===== config.mk =====
export PLATFORM = sky130hd
export DESIGN_NAME = pipe_ctrl_flat
export DESIGN_NICKNAME = d
export VERILOG_FILES = /design/src/rtl/pipe_ctrl_if.sv /design/src/rtl/pipe_ctrl.sv /design/src/flat_wrapper.sv
export SDC_FILE = /design/constraint.sdc
export NUM_CORES = 1
export LEC_CHECK = 0
export ABC_AREA = 1
export CAP_MARGIN = 20
export CORE_MARGIN = 3
export CORE_UTILIZATION = 30
export DETAILED_ROUTE_END_ITERATION = 8
export HOLD_SLACK_MARGIN = 0.08
export PLACE_DENSITY = 0.72
export SLEW_MARGIN = 20
export SYNTH_ARGS = -nofsm -noshare
export SYNTH_HDL_FRONTEND = slang
export SYNTH_SLANG_ARGS = --single-unit

===== constraint.sdc =====
create_clock -name clk -period 1.9 [get_ports clk]
set_clock_uncertainty 0.2 [all_clocks]
set_input_delay 0.19 -clock clk [delete_from_list [all_inputs] [get_ports clk]]
set_output_delay 0.19 -clock clk [all_outputs]
set_load 0.1 [all_outputs]

===== src/rtl/pipe_ctrl_if.sv =====
// Bundle between the pipeline stages and the central sequencer: stall
// requests and the committed exception in, stall/flush/redirect controls out.
interface pipe_ctrl_if;
  logic        stallreq_if;
  logic        stallreq_id;
  logic        stallreq_ex;
  logic        stallreq_mem;
  logic [31:0] excepttype_i;
  logic [31:0] cp0_epc_i;
  logic [5:0]  stall;
  logic        flush;
  logic [31:0] new_pc;
  logic        stall_timeout;
  logic [31:0] perf_stall_cycles;

  // Pipeline side: raises requests, consumes the controls.
  modport master (
    output stallreq_if, stallreq_id, stallreq_ex, stallreq_mem,
    output excepttype_i, cp0_epc_i,
    input  stall, flush, new_pc, stall_timeout, perf_stall_cycles
  );

  // Sequencer side.
  modport slave (
    input  stallreq_if, stallreq_id, stallreq_ex, stallreq_mem,
    input  excepttype_i, cp0_epc_i,
    output stall, flush, new_pc, stall_timeout, perf_stall_cycles
  );
endinterface


===== src/rtl/pipe_ctrl.sv =====
// Central stall/flush sequencer for the five-stage core, with stall watchdog.
// Optional stall performance counter enabled by defining PIPE_CTRL_PERF_EN.
module pipe_ctrl #(
  parameter logic [31:0] EXC_VECTOR    = 32'hBFC00380,
  parameter int          FLUSH_CYCLES  = 1,
  parameter int          STALL_TIMEOUT = 1024
) (
  input  logic       clk,
  input  logic       rst,
  pipe_ctrl_if.slave bus
);

  localparam logic [0:0]  ST_RUN   = 1'b0;
  localparam logic [0:0]  ST_FLUSH = 1'b1;
  localparam logic [31:0] EXC_ERET = 32'h0000000E;
  localparam logic [2:0]  FLUSH_CNT_INIT = 3'(FLUSH_CYCLES - 1);
  localparam logic [15:0] TIMEOUT_VAL    = 16'(STALL_TIMEOUT);
  localparam bit          MULTI_FLUSH    = (FLUSH_CYCLES > 1);

  logic [0:0]  state_q, state_d;
  logic [2:0]  flush_cnt_q, flush_cnt_d;
  logic [31:0] new_pc_q, new_pc_d;
  logic [15:0] stall_cnt_q, stall_cnt_d;
  logic        stall_timeout_q, stall_timeout_d;

  logic        exc_take;
  logic        flush_c;
  logic [5:0]  stall_c;
  logic [31:0] exc_pc;
  logic [31:0] new_pc_c;

  // Exceptions are only sampled in RUN; during FLUSH they are ignored.
  assign exc_take = (state_q == ST_RUN) && (bus.excepttype_i != 32'h0);
  assign exc_pc   = (bus.excepttype_i == EXC_ERET) ? bus.cp0_epc_i : EXC_VECTOR;
  assign flush_c  = exc_take || (state_q == ST_FLUSH);
  assign new_pc_c = exc_take ? exc_pc : new_pc_q;

  always_comb begin
    stall_c = 6'b000000;
    if (!flush_c) begin
      if (bus.stallreq_mem)     stall_c = 6'b011111;
      else if (bus.stallreq_ex) stall_c = 6'b001111;
      else if (bus.stallreq_id) stall_c = 6'b000111;
      else if (bus.stallreq_if) stall_c = 6'b000011;
    end
  end

  always_comb begin
    state_d     = state_q;
    flush_cnt_d = flush_cnt_q;
    new_pc_d    = new_pc_q;
    case (state_q)
      ST_RUN: begin
        if (exc_take) begin
          new_pc_d = exc_pc;
          if (MULTI_FLUSH) begin
            state_d     = ST_FLUSH;
            flush_cnt_d = FLUSH_CNT_INIT;
          end
        end
      end
      default: begin
        flush_cnt_d = flush_cnt_q - 3'd1;
        if (flush_cnt_q <= 3'd1) begin
          state_d     = ST_RUN;
          flush_cnt_d = 3'd0;
        end
      end
    endcase
  end

  // Watchdog counts consecutive PC-stall cycles and saturates at the limit.
  always_comb begin
    stall_cnt_d     = 16'd0;
    stall_timeout_d = stall_timeout_q;
    if (stall_c[0] && !flush_c) begin
      stall_cnt_d = (stall_cnt_q >= TIMEOUT_VAL) ? stall_cnt_q : stall_cnt_q + 16'd1;
      if (stall_cnt_d == TIMEOUT_VAL) stall_timeout_d = 1'b1;
    end
  end

  always_ff @(posedge clk or negedge rst) begin
    if (!rst) begin
      state_q         <= ST_RUN;
      flush_cnt_q     <= 3'd0;
      new_pc_q        <= 32'h0;
      stall_cnt_q     <= 16'd0;
      stall_timeout_q <= 1'b0;
    end else begin
      state_q         <= state_d;
      flush_cnt_q     <= flush_cnt_d;
      new_pc_q        <= new_pc_d;
      stall_cnt_q     <= stall_cnt_d;
      stall_timeout_q <= stall_timeout_d;
    end
  end

`ifdef PIPE_CTRL_PERF_EN
  logic [31:0] perf_q, perf_d;

  // stall_c is already forced to zero in flush cycles, so those never count.
  always_comb begin
    perf_d = perf_q;
    if (stall_c != 6'b000000) perf_d = perf_q + 32'd1;
  end

  always_ff @(posedge clk or negedge rst) begin
    if (!rst) perf_q <= 32'h0;
    else      perf_q <= perf_d;
  end

  assign bus.perf_stall_cycles = perf_q;
`else
  assign bus.perf_stall_cycles = 32'h0;
`endif

  // Requests are combinational, so gate them to keep every output at 0 in reset.
  assign bus.stall         = rst ? stall_c  : 6'b000000;
  assign bus.flush         = rst ? flush_c  : 1'b0;
  assign bus.new_pc        = rst ? new_pc_c : 32'h0;
  assign bus.stall_timeout = stall_timeout_q;

endmodule


===== src/flat_wrapper.sv =====
// flat-port wrapper written by rule: the top's interface ports become plain ports
module pipe_ctrl_flat 
#(
  parameter logic [31:0] EXC_VECTOR    = 32'hBFC00380,
  parameter int          FLUSH_CYCLES  = 1,
  parameter int          STALL_TIMEOUT = 1024
)
  (clk, rst, bus_stallreq_if, bus_stallreq_id, bus_stallreq_ex, bus_stallreq_mem, bus_excepttype_i, bus_cp0_epc_i, bus_stall, bus_flush, bus_new_pc, bus_stall_timeout, bus_perf_stall_cycles);
  pipe_ctrl_if bus_i ();
  input  logic clk;
  input  logic rst;
  input wire logic [$bits(bus_i.stallreq_if)-1:0] bus_stallreq_if;
  input wire logic [$bits(bus_i.stallreq_id)-1:0] bus_stallreq_id;
  input wire logic [$bits(bus_i.stallreq_ex)-1:0] bus_stallreq_ex;
  input wire logic [$bits(bus_i.stallreq_mem)-1:0] bus_stallreq_mem;
  input wire logic [$bits(bus_i.excepttype_i)-1:0] bus_excepttype_i;
  input wire logic [$bits(bus_i.cp0_epc_i)-1:0] bus_cp0_epc_i;
  output wire logic [$bits(bus_i.stall)-1:0] bus_stall;
  output wire logic [$bits(bus_i.flush)-1:0] bus_flush;
  output wire logic [$bits(bus_i.new_pc)-1:0] bus_new_pc;
  output wire logic [$bits(bus_i.stall_timeout)-1:0] bus_stall_timeout;
  output wire logic [$bits(bus_i.perf_stall_cycles)-1:0] bus_perf_stall_cycles;
  assign bus_i.stallreq_if = bus_stallreq_if;
  assign bus_i.stallreq_id = bus_stallreq_id;
  assign bus_i.stallreq_ex = bus_stallreq_ex;
  assign bus_i.stallreq_mem = bus_stallreq_mem;
  assign bus_i.excepttype_i = bus_excepttype_i;
  assign bus_i.cp0_epc_i = bus_cp0_epc_i;
  assign bus_stall = bus_i.stall;
  assign bus_flush = bus_i.flush;
  assign bus_new_pc = bus_i.new_pc;
  assign bus_stall_timeout = bus_i.stall_timeout;
  assign bus_perf_stall_cycles = bus_i.perf_stall_cycles;
  pipe_ctrl #(.EXC_VECTOR(EXC_VECTOR), .FLUSH_CYCLES(FLUSH_CYCLES), .STALL_TIMEOUT(STALL_TIMEOUT)) u_core (.clk(clk), .rst(rst), .bus(bus_i));
endmodule

Word-level counts from Yosys, hierarchy flattened
Cells that the tools add are included.
{ "word_totals": {"out_inout_bits": 72, "latchBits": 0, "n_memories": 0, "in_bits": 70, "reg_bits": 53, "romBits": 0, "ram_bits": 0} }
{ "classes": {"mul": 0, "div_mod_pow": 0, "n_lt_le_gt_ge": 2, "add_sub_neg": 2, "n_reduce_logical": 6, "eq_ne": 2, "mux": 15, "shifts": 0, "bitwise_logic": 1} }
{ "op_table": {"columns": ["op", "count"], "rows": [
  ["32-bit two-way mux", 3],
  ["32-bit by 4-bit equality test with 1-bit output, second input constant", 1],
  ["16-bit two-way mux", 2],
  ["32-bit nonzero test", 1],
  ["6-bit two-way mux", 5],
  ["16-bit by 1-bit adder with 16-bit output, second input constant", 1],
  ["16-bit by 11-bit equality test with 1-bit output, second input constant", 1],
  ["16-bit by 11-bit >= comparator with 1-bit output, second input constant", 1],
  ["3-bit by 1-bit <= comparator with 1-bit output, second input constant", 1],
  ["1-bit two-way mux", 3],
  ["3-bit two-way mux", 1],
  ["3-bit by 1-bit subtractor with 3-bit output, second input constant", 1],
  ["1-bit logical AND", 2],
  ["2-bit two-way mux", 1],
  ["2-bit AND reduction", 1],
  ["1-bit logical NOT", 1],
  ["1-bit logical OR", 1],
  ["1-bit NOT", 1]
]} }

Logic depth before layout (Yosys ltp)
{ "logic_depth": {"word_depth": 7, "depth_mapped": 12, "depth_no_buf": 11} }

Least setup slack after synthesis
Ideal clock, no wire load.
{ "synth_path": {"kind": "input port to output port", "start": "input port bus_excepttype_i[15]", "end": "output port bus_stall[1]", "n_path_buf": 1, "arrival_ps": 2695, "required_ps": 1510, "path_stages": 10, "slack_ps": -1185, "cell_sequence": "nor2_1 -> nand2_1 -> nor2_2 -> nand3b_2 -> nor2_1 -> nand2_1 -> inv_1 -> nand2_1 -> nor2_1 -> buf_4"} }
{ "synth_via": {"elab_chain_len": 5} }
{ "synth_lines": {"columns": ["item", "line_no", "source"], "rows": [
  ["from (decl)", "flat_wrapper.sv:16", "input wire logic [$bits(bus_i.excepttype_i)-1:0] bus_excepttype_i;"],
  ["32-bit nonzero test", "pipe_ctrl.sv:33", "assign exc_take = (state_q == ST_RUN) && (bus.excepttype_i != 32'h0);"],
  ["1-bit logical AND", "pipe_ctrl.sv:33", null],
  ["1-bit logical OR", "pipe_ctrl.sv:35", "assign flush_c = exc_take || (state_q == ST_FLUSH);"],
  ["6-bit two-way mux", "pipe_ctrl.sv:40", "if (!flush_c) begin"],
  ["6-bit two-way mux", "pipe_ctrl.sv:118", "assign bus.stall = rst ? stall_c : 6'b000000;"],
  ["to (decl)", "flat_wrapper.sv:18", "output wire logic [$bits(bus_i.stall)-1:0] bus_stall;"]
]} }
Every way passes these cells.

Worst setup path after layout
{ "layout_path": {"start": "register u_core.state_q", "end": "output port bus_new_pc[10]"} }
{ "layout_via": {"elab_chain_len": 4} }
{ "layout_lines": {"columns": ["item", "line_no", "source"], "rows": [
  ["from (decl)", "pipe_ctrl.sv:20", "logic [0:0] state_q, state_d;"],
  ["from (signal assigned)", "pipe_ctrl.sv:90", "state_q <= state_d;"],
  ["1-bit NOT", null, null],
  ["1-bit logical AND", "pipe_ctrl.sv:33", null],
  ["32-bit two-way mux", null, null],
  ["32-bit two-way mux", "pipe_ctrl.sv:120", "assign bus.new_pc = rst ? new_pc_c : 32'h0;"],
  ["to (decl)", "flat_wrapper.sv:20", "output wire logic [$bits(bus_i.new_pc)-1:0] bus_new_pc;"]
]} }
Every way passes these cells.

==> impl_metrics.toml <==
[status]
status = "complete, but fails checks"
violations = "setup timing"

[sta]
min_period_over_period_pct = 115
rsz0062_at_grt = "true"
fmax_mhz = 456
slew_viol_final = 0
worst_slew_pin_slew_ns = 0.698
final-setup-viol-count = 39
slew_headroom_pct = 53.5
fin_setup_tns_ns = -8.04
fin_crit_ns = 2.19
finalHoldViolations = 0
setup_ws_ns = -0.292

[hold_path]
hp-class = "reg2reg"

[worst_setup_path]
crit_path_end_kind = "output pin"
required_ns = 1.51
path_max_fanout = 7
arrival_ns = 1.80
cp-start-kind = "register"
slowest_delay_ns = 0.40
path_cells = "inv_2 -> o21ai_4 -> buf_12 -> nor2_8 -> buf_12 -> nand2_4 -> a21oi_4 -> buf_12"
path_class = "reg2out"
slowest_stage = "dfrtp_1"
path_common_cell = "buf_12"

[layout]
nets = 662
areaGrowthSynthToFinish_pct = 101
diodes = 0
fill_cells = 784
final_layout_size_suffix_gt1_share_pct = 47.5
fin_area_um2 = 6120

[floorplanning]
fp.dieH_um = 107
fp.dieW_um = 107
die_area_um2 = 11400
rows = 36
ios = 142
start_util_pct = 31.1
core_area_um2 = 9820

[grt]
grt_max_degree = 54
antenna_found_initial = 0
grt_usage_pct = 16.3
grt_pass1_vias = 3306
grt_overflow = 0
grt_first_pass_wirelength_um = 15200

[clock_network]
clk_latency_ns = 0.30
path_clk_slew_ns = 0.09
root_buffer = "clkbuf_8"
htree_levels = 2
numCtsBuffers = 5
cts_tree = "built"
cts_sinks = 53
cts_buffer_depth = 2

[placement]
io_buffers = 108
place_congestion = 0.771
post_dp_cell_area_um2 = 5360
hpwl_um = 6480

[power]
total_power_mw = 2.64
vdd_drop_max_mv = 0.374
powerDensity_nw_per_um2 = 431
p_leak_nw = 2.86

[route]
drt_wl_total_um = 9440
drtPass1Iterations = 6
vias = 3234
vias_per_cell = 4.48
wl_per_cell_um = 13.1
drt_iter0_markers = 86
drc = 0
dr_wl_met3_um = 595
wl_met1_um = 3550
final_antenna_net_count = 0
wl_met2_um = 5210
top_layer_used = "met4"

[yosys]
synthCells = 401
synth_area_per_cell_um2 = 7.61
syn-cell-area_um2 = 3050
yosys_warnings = 0
synth_cell_type_count = 33
ys_seq_area_share_pct = 43.5
ys_ff_latch = 53

[flow_run]
cap_violations = 0
[cell families (layout without fill, tap and decap cells)]
kind of cell / count (synthesis) / after routing / share of synthesized area [%]
AND/OR/NAND/NOR: 207 / 207 / 28.2
buffers and inverters: 70 / 226 / 14.2
AO/OA/AOI/OAI: 62 / 62 / 11.2
flip-flops: 53 / 53 / 43.5
adder cells (fa/ha/maj): 4 / 4 / 1.64
XOR/XNOR: 4 / 4 / 1.15
other: 1 / 33 / 0.123
[timing repair]
action | 4_1_cts | 5_1_grt
resized for setup | 173 | 49
hold buffers | 1 | 0
pin swaps | 59 | 39
setup buffers | 26 | 7
cloned | 2 | 0
endpoints found under the setup margin | 47 | 40
hold endpoints to repair | 53 | 0
[worst max-delay path, delay by kind of cell (launching register included)]
kind,cells,cell delay (ns)
AO/OA/AOI/OAI,2,0.24
flip-flops,1,0.40
buffers and inverters,4,0.59
AND/OR/NAND/NOR,2,0.26
[report_power, final]
| part | switching (mW) | internal (mW) | total, mW |
|---|---|---|---|
| Sequential | 0.000000000242 | 1.13 | 1.13 |
| Clock | 0.371 | 0.430 | 0.801 |
| Combinational | 0.521 | 0.187 | 0.708 |
[worst paths after layout]
kind                                     startpoint                        to  slack [ns]  cells past startpoint
setup / recovery                     u_core.state_q            bus_new_pc[10]       -0.29                      8
hold / removal             u_core.bus.stall_timeout  u_core.bus.stall_timeout        0.27                      2
setup reg to reg                     u_core.state_q       u_core.new_pc_q[30]       -0.18                     11
hold reg to reg            u_core.bus.stall_timeout  u_core.bus.stall_timeout        0.27                      2
max in group asynchronous                       rst     u_core.stall_cnt_q[7]        0.56                      3
min in group asynchronous                       rst  u_core.bus.stall_timeout        0.47                      3
[per-stage QoR]
stage               util (%)  cells  hold WS [ns]  setup slack [ns]
floorplan                  -    433        -0.306            -0.200
global placement        54.6    678         0.253            -0.607
detailed placement      54.6    678         0.258            -0.630
CTS                     60.5    715         0.282            -0.257
global route            62.3    722         0.290            -0.363
finish                  62.3    722         0.269            -0.292
[per-layer routing]
layer,vias to the layer above,track usage (%)
met3,9,4.09
met5,-,0
li1,1568,-
met1,1553,18.6
met4,0,2.47
met2,104,31.1
[layout by cell type (no fill, tap or decap), types with 6 or more instances in the layout]
cell	n
nand2_1	82
buf_4	64
dfrtp_1	53
buf_12	45
nor2_1	39
clkdlybuf4s50_1	36
conb_1	33
a21oi_4	32
nand2_4	27
inv_1	20
nand2_2	20
buf_6	18
buf_2	10
nor2_4	9
clkdlybuf4s15_1	9
o21ai_2	8
nand3_1	7
a21oi_1	7
clkbuf_2	7
nor2_2	6
clkbuf_8	6
[synth_stat cells]
master,number,area (µm²)
nand4_1,2,12.5
inv_1,23,86.3
ha_1,4,50.1
buf_4,35,263
o21ai_1,2,10.0
o21ai_0,13,65.1
nor3_1,2,10.0
conb_1,1,3.75
xor2_1,2,17.5
nand3b_1,4,30.0
dfrtp_1,53,1330
o21bai_1,1,7.51
o22ai_1,1,6.26
nor3b_1,1,7.51
buf_6,5,56.3
o21ai_4,1,16.3
a21oi_2,4,35.0
clkbuf_2,2,10.0
nor2_2,2,12.5
nand3_1,8,40.0
nor2_8,1,20.0
clkbuf_1,3,11.3
and2_1,1,6.26
clkinv_1,1,3.75
and3_4,1,11.3
nand2_1,130,488
nand3b_2,1,11.3
nor4_1,1,6.26
inv_2,1,3.75
nor2_1,52,195
a21oi_1,40,200
xnor2_1,2,17.5
nand2_4,1,11.3
[registers in the layout, indices dropped and copies added (netlist names)]
| signal | count |
|---|---|
| u_core.stall_cnt_q | 16 |
| u_core.bus.stall_timeout | 1 |
| u_core.state_q | 1 |
| u_core.flush_cnt_q | 3 |
| u_core.new_pc_q | 32 |
[layout make-up]
type,instances,area (µm²),share of cell area [%]
Multi-Input combinational cell,310,2230,36.4
Tap cell,133,166,2.72
Sequential cell,53,1330,21.7
Inverter,25,103,1.68
Clock buffer,7,86.3,1.41
Clock inverter,1,30.0,0.491
Timing Repair Buffer,193,2180,35.6
Note: power is estimated with default switching activity, not from simulation.
